File: src/rtl/imem_loader_pkg.sv
// Shared types and constants for the instruction-memory boot loader.
// The loader FSM states and frame geometry live here so the top and the packer agree.
package imem_loader_pkg;

    typedef enum logic [2:0] {
        S_LEN_LO = 3'd0,
        S_LEN_HI = 3'd1,
        S_LOAD   = 3'd2,
        S_CHECK  = 3'd3,
        S_DONE   = 3'd4,
        S_ERR    = 3'd5
    } loaderState_e;

    localparam int HDR_BYTES      = 2;
    localparam int BYTES_PER_WORD = 4;

    // Running payload checksum: plain 8-bit modular sum.
    function automatic logic [7:0] sumAdd(input logic [7:0] acc, input logic [7:0] b);
        return acc + b;
    endfunction

endpackage

File: src/rtl/imem_loader_word_packer.sv
// Byte-lane assembly of little-endian instruction words and the registered
// instruction-memory write port.
module imem_word_packer
    import imem_loader_pkg::*;
#(
    parameter int ADDR_W = 10
) (
    input  logic              clk,
    input  logic              rst,
    input  logic              clr,
    input  logic              accept,
    input  logic [7:0]        byteData,
    input  logic [ADDR_W-1:0] wordAddr,
    output logic              laneLast,
    output logic              we,
    output logic [ADDR_W-1:0] addr,
    output logic [31:0]       wdata
);

    localparam logic [1:0] LAST_LANE = 2'(BYTES_PER_WORD - 1);

    logic [1:0]  laneCnt_r;
    logic [31:0] shift_r;

    assign laneLast = (laneCnt_r == LAST_LANE);

    // Lane counter, byte shifter and write-port registers; addr/wdata hold between pulses.
    always_ff @(posedge clk) begin
        if (rst) begin
            laneCnt_r <= 2'd0;
            shift_r   <= 32'd0;
            we        <= 1'b0;
            addr      <= '0;
            wdata     <= 32'd0;
        end else begin
            we <= 1'b0;
            if (clr) begin
                laneCnt_r <= 2'd0;
            end else if (accept) begin
                laneCnt_r <= laneCnt_r + 2'd1;
                // Bytes arrive LSB first, so each new byte enters at the top.
                shift_r   <= {byteData, shift_r[31:8]};
                if (laneLast) begin
                    we    <= 1'b1;
                    addr  <= wordAddr;
                    wdata <= {byteData, shift_r[31:8]};
                end
            end
        end
    end

endmodule

File: src/rtl/imem_loader.sv
// Boot-time instruction-memory writer: parses a length/payload/checksum byte
// stream and holds the core in reset until a verified image is in memory.
module imem_loader
    import imem_loader_pkg::*;
#(
    parameter int ADDR_W = 10
) (
    input  logic              clk,
    input  logic              rst,
    input  logic              byte_valid,
    input  logic [7:0]        byte_data,
    output logic              byte_ready,
    input  logic              reload,
    output logic              imem_we,
    output logic [ADDR_W-1:0] imem_addr,
    output logic [31:0]       imem_wdata,
    output logic              core_rst,
    output logic              done,
    output logic              error
);

    localparam logic [16:0] CAPACITY = 17'd1 << ADDR_W;

    loaderState_e      state_r;
    loaderState_e      stateNext_s;
    logic [7:0]        lenLo_r;
    logic [ADDR_W:0]   lenWords_r;
    logic [ADDR_W:0]   wordCnt_r;
    logic [ADDR_W:0]   wordCntInc_s;
    logic [7:0]        sum_r;
    logic [15:0]       lenWord_s;
    logic              xfer_s;
    logic              loadXfer_s;
    logic              laneLast_s;
    logic              restart_s;

    assign xfer_s       = byte_valid && byte_ready;
    assign loadXfer_s   = xfer_s && (state_r == S_LOAD);
    assign restart_s    = reload && ((state_r == S_DONE) || (state_r == S_ERR));
    assign lenWord_s    = {byte_data, lenLo_r};
    assign wordCntInc_s = wordCnt_r + {{ADDR_W{1'b0}}, 1'b1};

    // Ready whenever the FSM is still consuming the frame.
    always_comb begin
        byte_ready = 1'b0;
        if (rst) begin
            byte_ready = 1'b0;
        end else begin
            case (state_r)
                S_LEN_LO, S_LEN_HI, S_LOAD, S_CHECK: byte_ready = 1'b1;
                default:                             byte_ready = 1'b0;
            endcase
        end
    end

    // Frame-parsing next-state logic.
    always_comb begin
        stateNext_s = state_r;
        case (state_r)
            S_LEN_LO: begin
                if (xfer_s) stateNext_s = S_LEN_HI;
                else        stateNext_s = state_r;
            end
            S_LEN_HI: begin
                if (!xfer_s)                             stateNext_s = state_r;
                else if ({1'b0, lenWord_s} > CAPACITY)   stateNext_s = S_ERR;
                else if (lenWord_s == 16'd0)             stateNext_s = S_CHECK;
                else                                     stateNext_s = S_LOAD;
            end
            S_LOAD: begin
                if (loadXfer_s && laneLast_s && (wordCntInc_s == lenWords_r)) stateNext_s = S_CHECK;
                else                                                          stateNext_s = state_r;
            end
            S_CHECK: begin
                if (!xfer_s)                  stateNext_s = state_r;
                else if (byte_data == sum_r)  stateNext_s = S_DONE;
                else                          stateNext_s = S_ERR;
            end
            S_DONE, S_ERR: begin
                if (reload) stateNext_s = S_LEN_LO;
                else        stateNext_s = state_r;
            end
            default: stateNext_s = S_LEN_LO;
        endcase
    end

    // State, counters, checksum and the registered status outputs.
    always_ff @(posedge clk) begin
        if (rst) begin
            state_r    <= S_LEN_LO;
            lenLo_r    <= 8'd0;
            lenWords_r <= '0;
            wordCnt_r  <= '0;
            sum_r      <= 8'd0;
            done       <= 1'b0;
            error      <= 1'b0;
            core_rst   <= 1'b1;
        end else begin
            state_r  <= stateNext_s;
            done     <= (stateNext_s == S_DONE);
            error    <= (stateNext_s == S_ERR);
            core_rst <= (stateNext_s != S_DONE);
            if (xfer_s && (state_r == S_LEN_LO)) lenLo_r <= byte_data;
            if (xfer_s && (state_r == S_LEN_HI)) lenWords_r <= lenWord_s[ADDR_W:0];
            if (restart_s) begin
                wordCnt_r <= '0;
                sum_r     <= 8'd0;
            end else if (loadXfer_s) begin
                sum_r <= sumAdd(sum_r, byte_data);
                if (laneLast_s) wordCnt_r <= wordCntInc_s;
            end
        end
    end

    imem_word_packer #(.ADDR_W(ADDR_W)) uPacker (
        .clk      (clk),
        .rst      (rst),
        .clr      (restart_s),
        .accept   (loadXfer_s),
        .byteData (byte_data),
        .wordAddr (wordCnt_r[ADDR_W-1:0]),
        .laneLast (laneLast_s),
        .we       (imem_we),
        .addr     (imem_addr),
        .wdata    (imem_wdata)
    );

endmodule

File: config.mk
export PLATFORM = sky130hd
export DESIGN_NAME = imem_loader
export DESIGN_NICKNAME = d
export VERILOG_FILES = /design/src/rtl/imem_loader_pkg.sv /design/src/rtl/imem_loader_word_packer.sv /design/src/rtl/imem_loader.sv
export SDC_FILE = /design/constraint.sdc
export NUM_CORES = 1
export LEC_CHECK = 0
export ABC_AREA = 1
export CORE_MARGIN = 4
export CORE_UTILIZATION = 56
export DETAILED_ROUTE_END_ITERATION = 8
export PLACE_DENSITY = 0.8
export RECOVER_POWER = 100
export REMOVE_ABC_BUFFERS = 1
export SETUP_SLACK_MARGIN = 0.4
export SLEW_MARGIN = 20
export SYNTH_ARGS = -nofsm -noshare
export SYNTH_HDL_FRONTEND = slang
export SYNTH_HIERARCHICAL = 1
export SYNTH_SLANG_ARGS = --single-unit
File: constraint.sdc
create_clock -name clk -period 2.4 [get_ports clk]
set_input_delay 0.48 -clock clk [delete_from_list [all_inputs] [get_ports clk]]
set_output_delay 0.48 -clock clk [all_outputs]
set_load 0.005 [all_outputs]
# Word level (Yosys, flattened, before mapping)
# Index checks and enable logic that the tools add are counted.
# W data, S select, Z words.
[totals] ff_bits=121 inputBits=12 word_cells=59
[classes] n_addsub=3 magnitude_cmp=1 eq_ne=11 n_mux=12 bitwise=2 reduce_logical=17
[ops] op="$mux W3" count=6
[ops] op="$gt A16 B11 Y1 const B" count=1
[ops] op="$logic_not A16 Y1" count=1
[ops] op="$pmux W3 S5" count=1
[ops] op="$eq A3 B3 Y1 const B" count=4
[ops] op="$add A11 B1 Y11 const B" count=1
[ops] op="$eq A11 B11 Y1" count=1
[ops] op="$add A8 B8 Y8" count=1
[ops] op="$eq A8 B8 Y1" count=1
[ops] op="$logic_and A1 B1 Y1" count=7
[ops] op="$eq A3 B2 Y1 const B" count=2
[ops] op="$mux W1" count=5
[ops] op="$reduce_and A2 Y1" count=2
[ops] op="$reduce_or A2 Y1" count=2
[ops] op="$reduce_or A4 Y1" count=1
[ops] op="$eq A3 B1 Y1 const B" count=1
[ops] op="$logic_not A3 Y1" count=1
[ops] op="$ne A3 B3 Y1 const B" count=1
[ops] op="$reduce_and A3 Y1" count=1
[ops] op="$reduce_or A3 Y1" count=1
[ops] op="$add A2 B1 Y2 const B" count=1
[ops] op="$eq A2 B2 Y1 const B" count=1
[ops] op="$not A1 Y1" count=2
[ops] op="$logic_or A1 B1 Y1" count=1

# Longest topological paths before layout
# Gate-level depths: netlist of the first run.
[depth] word_depth=11 mapped_depth=13 mapped_depth_nobuf=13

# Hierarchy
# The synthesis of the first run kept the hierarchy.
[by_module_without_submodules] mod="imem_word_packer" instances=1 cells_each=350 area_each_um2=2549.9 seq_area_each_um2=1381.3
[by_module_without_submodules] mod="imem_loader" instances=1 cells_each=357 area_each_um2=2403.6 seq_area_each_um2=880.8

# Worst setup path before layout of the first run
# OpenSTA, ideal clock, no wires.
[synth_path] path_type="input -> register" start="input byte_valid" end="register uPacker.wdata[5]" setup_time_ps=113 t_arrival_ps=1802 required_ps=2287 path_slack_ps=485 path_stages=9 path_buffers=3 path_cell_list="nor3b_4 -> nand2_4 -> inv_1 -> buf_2 -> nand3_2 -> buf_6 -> buf_2 -> nor2_1 -> nor2_1"
[synth_between] elab_chain_cells=3
[synth_rtl] element="start: declaration" line="imem_loader.sv:10" rtl="input logic byte_valid,"
[synth_rtl] element="$logic_and A1 B1 Y1" line="imem_loader.sv:37" rtl="assign xfer_s = byte_valid && byte_ready;"
[synth_rtl] element="$logic_and A1 B1 Y1" line="imem_loader.sv:38" rtl="assign loadXfer_s = xfer_s && (state_r == S_LOAD);"
[synth_rtl] element="via loadXfer_s" line="imem_loader.sv:33" rtl="logic loadXfer_s;"
[synth_rtl] element="$reduce_and A3 Y1 (no source line)"
[synth_rtl] element="end signal: assignment" line="imem_loader_word_packer.sv:46" rtl="wdata <= {byteData, shift_r[31:8]};"
[synth_rtl] element="end: declaration" line="imem_loader_word_packer.sv:17" rtl="output logic [31:0] wdata"
# The timed path passes the listed nets, and every way through them passes these cells.
# A chain may end at the register's enable or synchronous reset.

# Worst setup path in the final report of the first run
[layout_path] start="input byte_valid" end="register uPacker.wdata[4]"
[layout_between] elab_chain_cells=3
[layout_rtl] element="$logic_and A1 B1 Y1" line="imem_loader.sv:37"
[layout_rtl] element="$logic_and A1 B1 Y1" line="imem_loader.sv:38"
[layout_rtl] element="$reduce_and A3 Y1 (no source line)"
# No other way between the ends.

==> results of run 1 <==
==> state kept, by name, indices dropped and copies added (netlist names) <==
signal             flops
uPacker/wdata         32
uPacker/shift_r       24
lenWords_r            11
wordCnt_r             11
uPacker/addr          10
lenLo_r                8
sum_r                  8
state_r                3
uPacker/laneCnt_r      2
core_rst               1
done                   1
error                  1
uPacker/we             1
==> cells by family (layout without fill, tap and decap cells) <==
| logic type | count (synthesis) | in the layout |
|---|---|---|
| and+or+nand+nor | 350 | 350 |
| AOI/OAI and AO/OA | 115 | 115 |
| DFF | 113 | 113 |
| buffers and inverters | 110 | 200 |
| adders and majority gates | 10 | 10 |
| xor gates and xnor gates | 9 | 9 |
==> worst paths after layout <==
kind | depth (start not counted) | start | slack [ns] | to
worst max-delay path | 9 | byte_valid | 0.43 | uPacker/wdata[4]$_SDFFE_PP0P_
worst min-delay path | 3 | rst | 0.45 | state_r[0]$_SDFF_PP0_
worst max register to register | 10 | state_r[2]$_SDFF_PP0_ | 0.43 | uPacker/wdata[4]$_SDFFE_PP0P_
worst min register to register | 2 | uPacker/wdata[19]$_SDFFE_PP0P_ | 0.47 | uPacker/wdata[19]$_SDFFE_PP0P_
==> synth_stat cells <==
master	count
clkbuf_2	1
clkbuf_1	10
inv_1	80
a21oi_1	43
buf_6	2
nand3_1	39
a31oi_1	1
nand3b_1	1
nor2_1	135
dfxtp_1	113
nand2_4	1
buf_2	11
xnor2_1	2
buf_1	2
buf_4	2
ha_1	9
o21bai_1	2
nor4_1	1
or2_2	1
nor2_2	1
nor3_1	2
or2_1	1
nor3b_4	1
nand2_1	156
a21o_1	1
inv_2	2
o21ai_0	67
nand4_1	8
nor2_4	2
nand3_2	1
o211ai_1	1
xor2_1	7
fa_1	1
==> metal layers <==
layer,up-vias,track usage (%)
met1,2190,28.9
met4,0,12.2
met3,31,6.55
met5,-,0
li1,2396,-
met2,157,42.0
==> through the flow <==
stage	TNS, ns	power, mW	instances	setup slack (ns)	util (%)
6_report	0	4.54	905	0.425	72.9
3_3_place_gp	0	2.13	872	0.0145	66.2
2_1_floorplan	-6.00	2.04	679	-0.310	-
4_1_cts	0	4.57	904	0.417	72.9
5_1_grt	0	4.68	905	0.209	72.9
3_5_place_dp	-0.0613	2.14	872	-0.0613	66.2
==> layout make-up <==
| cell class | instances | area, um^2 |
|---|---|---|
| Inverter | 82 | 309 |
| Multi-Input combinational cell | 484 | 2220 |
| Tap cell | 108 | 135 |
| Timing Repair Buffer | 86 | 807 |
| Sequential cell | 113 | 2260 |
| Clock buffer | 18 | 428 |
| Fill cell | 720 | 2350 |
| Clock inverter | 14 | 158 |
==> worst max-delay path: stages <==
cell             delay, ns
clkdlybuf4s50_1       0.45
nor3b_1               0.25
nand2_1               0.25
inv_1                 0.21
nand3_1               0.19
buf_4                 0.30
nand2_1               0.12
nand2_1               0.07
nor2_1                0.08
==> what timing repair did <==
| action | 4_1_cts | 5_1_grt |
|---|---|---|
| buffers inserted | 0 | 1 |
| pin swaps | 0 | 1 |
| resized for setup | 2 | 10 |
| endpoints found under the setup margin | 1 | 63 |
==> power groups by stage <==
stage	Clock (mW)	Sequential, mW	Combinational, mW
finish	2.45	1.90	0.190
global route	2.57	1.91	0.212
CTS	2.47	1.90	0.195
detailed placement	0	1.95	0.192
global placement	0	1.94	0.187
floorplan	0	1.94	0.100
==> flow_metrics.env, run 1 <==
export IMPL_synth_compound_area_share_pct=11.8
export IMPL_route_met3_wl_um=720
export IMPL_finalCritPeriodShare_pct=82.3
export IMPL_diodes=0
export IMPL_tightestPinTransition_ns=0.509
export IMPL_skew_ns=0.00721
export IMPL_cts_inserted_buffers=17
export IMPL_layout_nets=806
export IMPL_synth_cell_types=33
export IMPL_clockPowerShare_pct=53.9
export IMPL_crit_required_ns=2.86
export IMPL_wl_per_cell_um=13.7
export IMPL_worstHoldPathType="in2reg"
export IMPL_grt_pass1_vias=4535
export IMPL_max_freq_ghz=0.506
export IMPL_cts_tree="yes"
export IMPL_port_buffer_count=58
export IMPL_yosys_area_share_adder_pct=2.68
export IMPL_intPower_mw=3.49
export IMPL_cp_start_kind="primary input"
export IMPL_final_cell_mix="157 x nand2_1, 135 x nor2_1, 112 x dfxtp_1"
export IMPL_synth_area_leaders="dfxtp_1 46%, nand2_1 12%, nor2_1 10%, o21ai_0 6.8%, inv_1 6.1%"
export IMPL_p_comb_share_pct=4.2
export IMPL_syn_area_per_cell_um2=7.01
export IMPL_die_y_um=102
export IMPL_synthCells=707
export IMPL_coreArea_mm2=0.00868
export IMPL_grt_use_total_pct=24.8
export IMPL_wl_met1_um=5250
export IMPL_p_per_area_mw_per_mm2=718
export IMPL_synth_seq_cells=113
export IMPL_slew_headroom_pct=66.1
export IMPL_cts_root_buf="clkbuf_8"
export IMPL_antenna_found_initial=0
export IMPL_fin_area_mm2=0.00632
export IMPL_final_common_cell="nand2_1"
export IMPL_synth_top_family_by_area="simple AND/OR/NAND/NOR gates"
export IMPL_cap_violations=0
export IMPL_synth_top_area_cell="dfxtp_1"
export IMPL_highest_layer="met4"
export IMPL_p_switching_mw=1.06
export IMPL_gp_congestion=0.908
export IMPL_wirelength_um=12400
export IMPL_hold_violations=0
export IMPL_grt_max_degree=38
export IMPL_dpl_cell_area_mm2=0.00574
export IMPL_via_per_inst=5.28
export IMPL_netSwitchingFraction_pct=23.3
export IMPL_grt_pass1_wl_um=20400
export IMPL_gr_total_overflow=0
export IMPL_syn_area_mm2=0.00495
export IMPL_cts_max_level=4
export IMPL_ir_drop_uv=483
export IMPL_setup_viol=0
export IMPL_crit_fanout=37
export IMPL_ys_seq_area_share_pct=45.7
export IMPL_yosys_area_share_xor_xnor_pct=1.59
export IMPL_synth_top_area_share_pct=45.7
export IMPL_drive_above_1_share_pct=8.16
export IMPL_vias=4774
export IMPL_io_pins=59
export IMPL_p_seq_share_pct=41.9
export IMPL_die_area_mm2=0.0104
export IMPL_hpwl_um=8090
export IMPL_post_route_min_period_ns=1.97
export IMPL_cts_hold_buf=0
export IMPL_clkTransAtPathRegs_ns=0.06
export IMPL_clk_latency_ns=0.52
export IMPL_fp_dieW_um=102
export IMPL_cts_num_sinks=113
export IMPL_yosys_mux_area_fraction_pct=0
export IMPL_yosys_warnings=6
export IMPL_syn_to_final_growth_pct=27.7
export IMPL_drt_initial_drc_count=261
export IMPL_worstSetupEndpointType="register"
export IMPL_slew_violations=0
export IMPL_clk_path_buf_depth=2
export IMPL_route_met2_wl_um=6190
export IMPL_detail_route_antenna_nets=0
export IMPL_drc=0
export IMPL_p_leak_nw=3.06
export IMPL_outcome="finished, final reports clean"
export IMPL_initial_core_util_pct=57.1
export IMPL_num_rows=34
export IMPL_synthSimpleGateAreaFrac_pct=29.1
export IMPL_rsz0062_at_grt="no"
export IMPL_drtPass1Iterations=7
export IMPL_hold_slack_ns=0.447
export IMPL_arrival_ns=2.43
export IMPL_critical_path_class="in2reg"
Power figures use the tool's default switching activity.
==> run 2: changes to the inputs <==
- clock period: 2.4 -> 1.9 ns (I/O delays scaled with it)
==> flow_metrics.env, run 2 <==
export IMPL_synth_cell_types=33
export IMPL_die_y_um=102
export IMPL_clk_path_buf_depth=2
export IMPL_outcome="did not finish"
export IMPL_timing_repair_worst_endpoint_type="register input"
export IMPL_yosysMostFrequentCell="nand2_1"
export IMPL_syn_area_per_cell_um2=7.01
export IMPL_synth_commonest_cells="156 x nand2_1, 135 x nor2_1, 113 x dfxtp_1"
export IMPL_hpwl_um=8210
export IMPL_grt_max_degree=33
export IMPL_place_inst=899
export IMPL_cts_num_sinks=113
export IMPL_ys_seq_area_share_pct=45.7
export IMPL_synth_edff_count=0
export IMPL_fp_dieW_um=102
export IMPL_cts_inserted_buffers=17
export IMPL_yosys_warnings=6
export IMPL_initial_core_util_pct=57.1
export IMPL_gp_congestion=0.928
export IMPL_antenna_found_initial=2
export IMPL_cts_hold_buf=0
export IMPL_lastStage="global routing (5_1_grt)"
export IMPL_crit_endpoint="done$_SDFF_PP0_/D"
export IMPL_io_pins=59
export IMPL_synth_area_leaders="dfxtp_1 46%, nand2_1 12%, nor2_1 10%, o21ai_0 6.8%, inv_1 6.1%"
export IMPL_synth_seq_cells=113
export IMPL_synth_top_area_cell="dfxtp_1"
export IMPL_cts_max_level=4
export IMPL_ys_flop_type="dfxtp_1"
export IMPL_stop_error="[ERROR DPL-0033] detailed placement checks failed during check placement."
export IMPL_ys_async_sr_fraction_pct=0
export IMPL_port_buffer_count=58
export IMPL_synthCells=707
export IMPL_num_rows=34
export IMPL_cts_root_buf="clkbuf_8"
export IMPL_synth_top_area_share_pct=45.7
export IMPL_syn_area_mm2=0.00495
[run 2: cell counts after synthesis]
No cell type changed its count.
[run 2: repair_timing]
item,CTS
gates cloned,14
buffers inserted,21
gates resized for setup,217
endpoints found under the setup margin,147
pin swaps,43
[run 2: kinds of logic after synthesis]
group / Yosys count / synth area share [%]
AO/OA/AOI/OAI: 115 / 11.8
adder cells (fa/ha/maj): 10 / 2.68
buffers and inverters: 110 / 9.09
flip-flops: 113 / 45.7
AND/OR/NAND/NOR: 350 / 29.1
XOR/XNOR: 9 / 1.59
[run 2: per-stage QoR]
step / instance area (um^2) / TNS (ns) / worst slack, ns
2_1_floorplan: 4810 / -25.24 / -0.710
3_3_place_gp: 6010 / -11.81 / -0.392
3_5_place_dp: 6010 / -14.47 / -0.458
4_1_cts: 7550 / 0 / 0.179
==> run 3: changes to the inputs <==
- CORE_UTILIZATION: 56 -> 40
- PLACE_DENSITY: 0.8 -> not set
- PLACE_DENSITY_LB_ADDON: not set -> 0.15
- SETUP_SLACK_MARGIN: 0.4 -> not set
==> flow_metrics.env, run 3 (synthesis gave the netlist of run 1 again) <==
export IMPL_wirelength_um=11600
export IMPL_post_route_min_period_ns=1.82
export IMPL_gp_congestion=0.905
export IMPL_largest_register_ffs=32
export IMPL_grt_max_degree=56
export IMPL_rr_endpoint="done$_SDFF_PP0_"
export IMPL_cts_max_level=4
export IMPL_cp_startpoint="byte_data[0]"
export IMPL_cp_start_kind="primary input"
export IMPL_clockPowerShare_pct=52.3
export IMPL_die_y_um=119
export IMPL_finalCoreUtilization_pct=54.8
export IMPL_instances_no_fill=988
export IMPL_grt_pass1_wl_um=20100
export IMPL_fin_area_mm2=0.00661
export IMPL_worstSetupEndpointType="register"
export IMPL_grt_pass1_vias=4400
export IMPL_drive_above_1_share_pct=11.8
export IMPL_initial_core_util_pct=41.1
export IMPL_vias=4537
export IMPL_crit_required_ns=2.26
export IMPL_drc=0
export IMPL_cap_violations=0
export IMPL_dpl_cell_area_mm2=0.00604
export IMPL_io_pins=59
export IMPL_crit_chain="clkdlybuf4s50_1 > ha_1 > inv_1 > fa_2 > o21ai_1 > nand2_1 > nand2_1 > a21oi_1 > nor2_1 > nor2_1 > a21o_1 > inv_1"
export IMPL_ir_drop_uv=620
export IMPL_top_regs="uPacker/wdata (32), uPacker/shift_r (24)"
export IMPL_worstHoldPathType="reg2reg"
export IMPL_fp_dieW_um=119
export IMPL_r2r_cells=13
export IMPL_hold_path_depth=2
export IMPL_pre_cts_slack_ns=-0.505
export IMPL_setup_slack_ns=0.0796
export IMPL_critical_path_class="in2reg"
export IMPL_p_comb_share_pct=4.7
export IMPL_whs_endpoint="uPacker/wdata[14]$_SDFFE_PP0P_"
export IMPL_drt_initial_drc_count=180
export IMPL_slowest_stage="clkdlybuf4s50_1"
export IMPL_clk_path_buf_depth=2
export IMPL_die_area_mm2=0.0142
export IMPL_regMostFlops="uPacker/wdata"
export IMPL_rsz0062_at_grt="no"
export IMPL_tightestPinTransition_ns=0.345
export IMPL_coreArea_mm2=0.0121
export IMPL_setup_viol=0
export IMPL_netSwitchingFraction_pct=23.0
export IMPL_max_freq_ghz=0.549
export IMPL_cts_hold_buf=0
export IMPL_layout_nets=829
export IMPL_skew_ns=0.00564
export IMPL_p_per_area_mw_per_mm2=846
export IMPL_antenna_found_initial=0
export IMPL_hold_path_startpoint="uPacker/shift_r[22]$_SDFFE_PP0P_"
export IMPL_clk_latency_ns=0.41
export IMPL_rrSetupSlack_ns=0.20
export IMPL_wl_per_cell_um=11.7
export IMPL_finalPower_mw=5.59
export IMPL_diodes=0
export IMPL_r2r_start="wordCnt_r[1]$_SDFFE_PP0P_"
export IMPL_port_buffer_count=58
export IMPL_gr_total_overflow=0
export IMPL_hold_violations=0
export IMPL_final_common_cell="nand2_1"
export IMPL_num_rows=40
export IMPL_drtPass1Iterations=5
export IMPL_intPower_mw=4.30
export IMPL_slew_violations=0
export IMPL_hpwl_um=8280
export IMPL_cts_tree="yes"
export IMPL_p_switching_mw=1.28
export IMPL_cp_slowest_stage_delay_ns=0.48
export IMPL_outcome="finished, final reports clean"
export IMPL_crit_fanout=2
export IMPL_slew_headroom_pct=77.0
export IMPL_cts_root_buf="clkbuf_16"
export IMPL_place_inst=955
export IMPL_syn_to_final_growth_pct=33.4
export IMPL_via_per_inst=4.59
export IMPL_finalCritPeriodShare_pct=95.8
export IMPL_grt_use_total_pct=17.5
export IMPL_p_leak_nw=3.19
export IMPL_arrival_ns=2.18
export IMPL_p_seq_share_pct=43.1
export IMPL_final_cell_mix="156 x nand2_1, 132 x nor2_1, 112 x dfxtp_1"
export IMPL_clkTransAtPathRegs_ns=0.05
export IMPL_cts_num_sinks=113
export IMPL_cts_inserted_buffers=17
export IMPL_detail_route_antenna_nets=0
-- run 3: stage by stage --
stage / setup TNS, ns / hold WS, ns
6_report: 0 / 0.462
5_1_grt: 0 / 0.493
4_1_cts: 0 / 0.463
3_5_place_dp: -13.01 / 0.452
3_3_place_gp: -9.73 / 0.448
2_1_floorplan: -25.24 / 0.436
-- run 3: layer usage --
| metal | track usage [%] | vias up | routed length [um] |
|---|---|---|---|
| met3 | 4.99 | 16 | 474 |
| met2 | 29.4 | 75 | 5650 |
| met4 | 6.44 | 0 | 182 |
| met5 | 0 | - | 0 |
| met1 | 21.2 | 2019 | 5270 |
| li1 | - | 2427 | - |
-- run 3: critical path, delay by kind of cell --
kind,cells,cell delay (ns)
AND/OR/NAND/NOR,4,0.28
buffers and inverters,3,0.59
AO/OA/AOI/OAI,3,0.41
adder cells (fa/ha/maj),2,0.53
-- run 3: timing repair --
action,in CTS,in global routing
pin swaps,0,3
setup endpoints to repair,2,25
resized for setup,3,15
setup buffers,0,1
-- run 3: power groups by stage --
stage,Sequential [mW],Clock [mW],Combinational (mW)
floorplan,2.45,0,0.127
global placement,2.46,0,0.257
detailed placement,2.46,0,0.261
CTS,2.41,2.98,0.263
global route,2.41,3.11,0.292
finish,2.41,2.92,0.260
-- run 3: worst max-delay path by stage --
stage / end / slack, ns / cells after the start
6_report: sum_r[6]$_SDFFE_PP0N_ / 0.08 / 12
5_1_grt: state_r[0]$_SDFF_PP0_ / 0.00001 / 10
4_1_cts: sum_r[6]$_SDFFE_PP0N_ / 0.02 / 12
3_5_place_dp: sum_r[6]$_SDFFE_PP0N_ / -0.51 / 12
3_3_place_gp: sum_r[6]$_SDFFE_PP0N_ / -0.39 / 12
2_1_floorplan: uPacker/wdata[10]$_SDFFE_PP0P_ / -0.71 / 7
-- run 3: layout make-up --
type                       count  area (um^2)
clock inverter                12          111
fill                        1197         5460
tap                          168          210
timing repair buffer         109         1010
clock buffer                  20          437
inverter                      82          308
sequential                   113         2260
multi-input combinational    484         2270
==> run 4: changes to the inputs <==
- PLACE_DENSITY_LB_ADDON: 0.15 -> not set
==> flow_metrics.env, run 4 (synthesis gave the netlist of run 1 again) <==
export IMPL_outcome="finished, final reports clean"
export IMPL_num_rows=40
export IMPL_top_regs="uPacker/wdata (32), uPacker/shift_r (24)"
export IMPL_cts_num_sinks=113
export IMPL_hold_violations=0
export IMPL_hold_slack_ns=0.462
export IMPL_tns_ns=0
export IMPL_cp_start_kind="primary input"
export IMPL_slew_headroom_pct=76.1
export IMPL_grt_pass1_wl_um=20200
export IMPL_arrival_ns=2.13
export IMPL_ir_drop_uv=423
export IMPL_netSwitchingFraction_pct=21.0
export IMPL_post_route_min_period_ns=1.77
export IMPL_grt_use_total_pct=17.4
export IMPL_p_leak_nw=3.21
export IMPL_drt_initial_drc_count=425
export IMPL_drive_above_1_share_pct=11.5
export IMPL_coreArea_mm2=0.0121
export IMPL_fin_area_mm2=0.00664
export IMPL_syn_to_final_growth_pct=33.9
export IMPL_wirelength_um=11800
export IMPL_initial_core_util_pct=41.1
export IMPL_antenna_found_initial=0
export IMPL_worstHoldPathType="reg2reg"
export IMPL_cts_inserted_buffers=17
export IMPL_via_per_inst=4.64
export IMPL_layout_nets=825
export IMPL_dpl_cell_area_mm2=0.00603
export IMPL_cts_tree="yes"
export IMPL_vias=4562
export IMPL_cap_violations=0
export IMPL_p_switching_mw=1.23
export IMPL_grt_pass1_vias=4356
export IMPL_max_freq_ghz=0.564
export IMPL_clkTransAtPathRegs_ns=0.05
export IMPL_drc=0
export IMPL_p_per_area_mw_per_mm2=881
export IMPL_drtPass1Iterations=4
export IMPL_clk_path_buf_depth=2
export IMPL_diodes=0
export IMPL_gp_congestion=0.945
export IMPL_tightestPinTransition_ns=0.355
export IMPL_regMostFlops="uPacker/wdata"
export IMPL_setup_viol=0
export IMPL_cts_max_level=4
export IMPL_clockPowerShare_pct=54.3
export IMPL_port_buffer_count=58
export IMPL_fp_dieW_um=119
export IMPL_die_area_mm2=0.0142
export IMPL_die_y_um=119
export IMPL_hpwl_um=8270
export IMPL_grt_max_degree=68
export IMPL_crit_required_ns=2.26
export IMPL_finalCoreUtilization_pct=55.0
export IMPL_p_comb_share_pct=4.5
export IMPL_skew_ns=0.00705
export IMPL_intPower_mw=4.62
export IMPL_p_seq_share_pct=41.2
export IMPL_critical_path_class="in2reg"
export IMPL_final_cell_mix="155 x nand2_1, 132 x nor2_1, 112 x dfxtp_1"
export IMPL_cts_root_buf="clkbuf_16"
export IMPL_final_common_cell="nand2_1"
export IMPL_clk_latency_ns=0.41
export IMPL_finalCritPeriodShare_pct=93.4
export IMPL_instances_no_fill=984
export IMPL_crit_fanout=2
export IMPL_gr_total_overflow=0
export IMPL_wl_per_cell_um=12.0
export IMPL_detail_route_antenna_nets=0
export IMPL_largest_register_ffs=32
export IMPL_place_inst=952
export IMPL_pre_cts_slack_ns=-0.460
export IMPL_setup_slack_ns=0.126
export IMPL_slew_violations=0
export IMPL_finalPower_mw=5.85
export IMPL_worstSetupEndpointType="register"
export IMPL_io_pins=59
## run 4: power by group through the flow
stage	Combinational, mW	Sequential [mW]	Clock [mW]
2_1_floorplan	0.127	2.45	0
3_3_place_gp	0.256	2.46	0
3_5_place_dp	0.261	2.46	0
4_1_cts	0.263	2.41	3.25
5_1_grt	0.295	2.41	3.39
6_report	0.262	2.41	3.18
## run 4: path summary, 6_finish.rpt
kind	startpoint	endpoint	slack, ns	cells past startpoint
setup / recovery	byte_data[0]	sum_r[6]$_SDFFE_PP0N_	0.13	12
hold / removal	uPacker/shift_r[19]$_SDFFE_PP0P_	uPacker/wdata[11]$_SDFFE_PP0P_	0.46	2
setup reg to reg	state_r[2]$_SDFF_PP0_	wordCnt_r[0]$_SDFFE_PP0P_	0.15	9
hold reg to reg	uPacker/shift_r[19]$_SDFFE_PP0P_	uPacker/wdata[11]$_SDFFE_PP0P_	0.46	2
## run 4: final cells by class
class                      instances  area (um^2)
fill                            1152         5430
sequential                       113         2260
multi-input combinational        484         2260
timing repair buffer             105          998
clock buffer                      21          460
inverter                          82          308
tap                              168          210
clock inverter                    11          136
## run 4: timing repair
action | 4_1_cts | 5_1_grt
hold buffers | 0 | 0
buffers inserted | 0 | 0
gates cloned | 0 | 0
gates resized for setup | 3 | 10
endpoints found under the setup margin | 2 | 6
pin swaps | 0 | 1
## run 4: per-layer routing
layer | GRT usage (%) | vias to the layer above | wire [um]
li1 | - | 2418 | -
met1 | 21.6 | 2040 | 5450
met2 | 28.3 | 80 | 5680
met3 | 4.61 | 24 | 439
met4 | 7.75 | 0 | 233
met5 | 0 | - | 0
## run 4: critical path, cell delays in order
cell and delay, ns:
clkdlybuf4s50_1 0.49, ha_1 0.18, inv_1 0.06, fa_2 0.35, o21ai_2 0.15, nand2_1 0.07, nand2_1 0.06, a21oi_1 0.07
nor2_1 0.09, nor2_1 0.05, a21o_1 0.15, inv_1 0.05
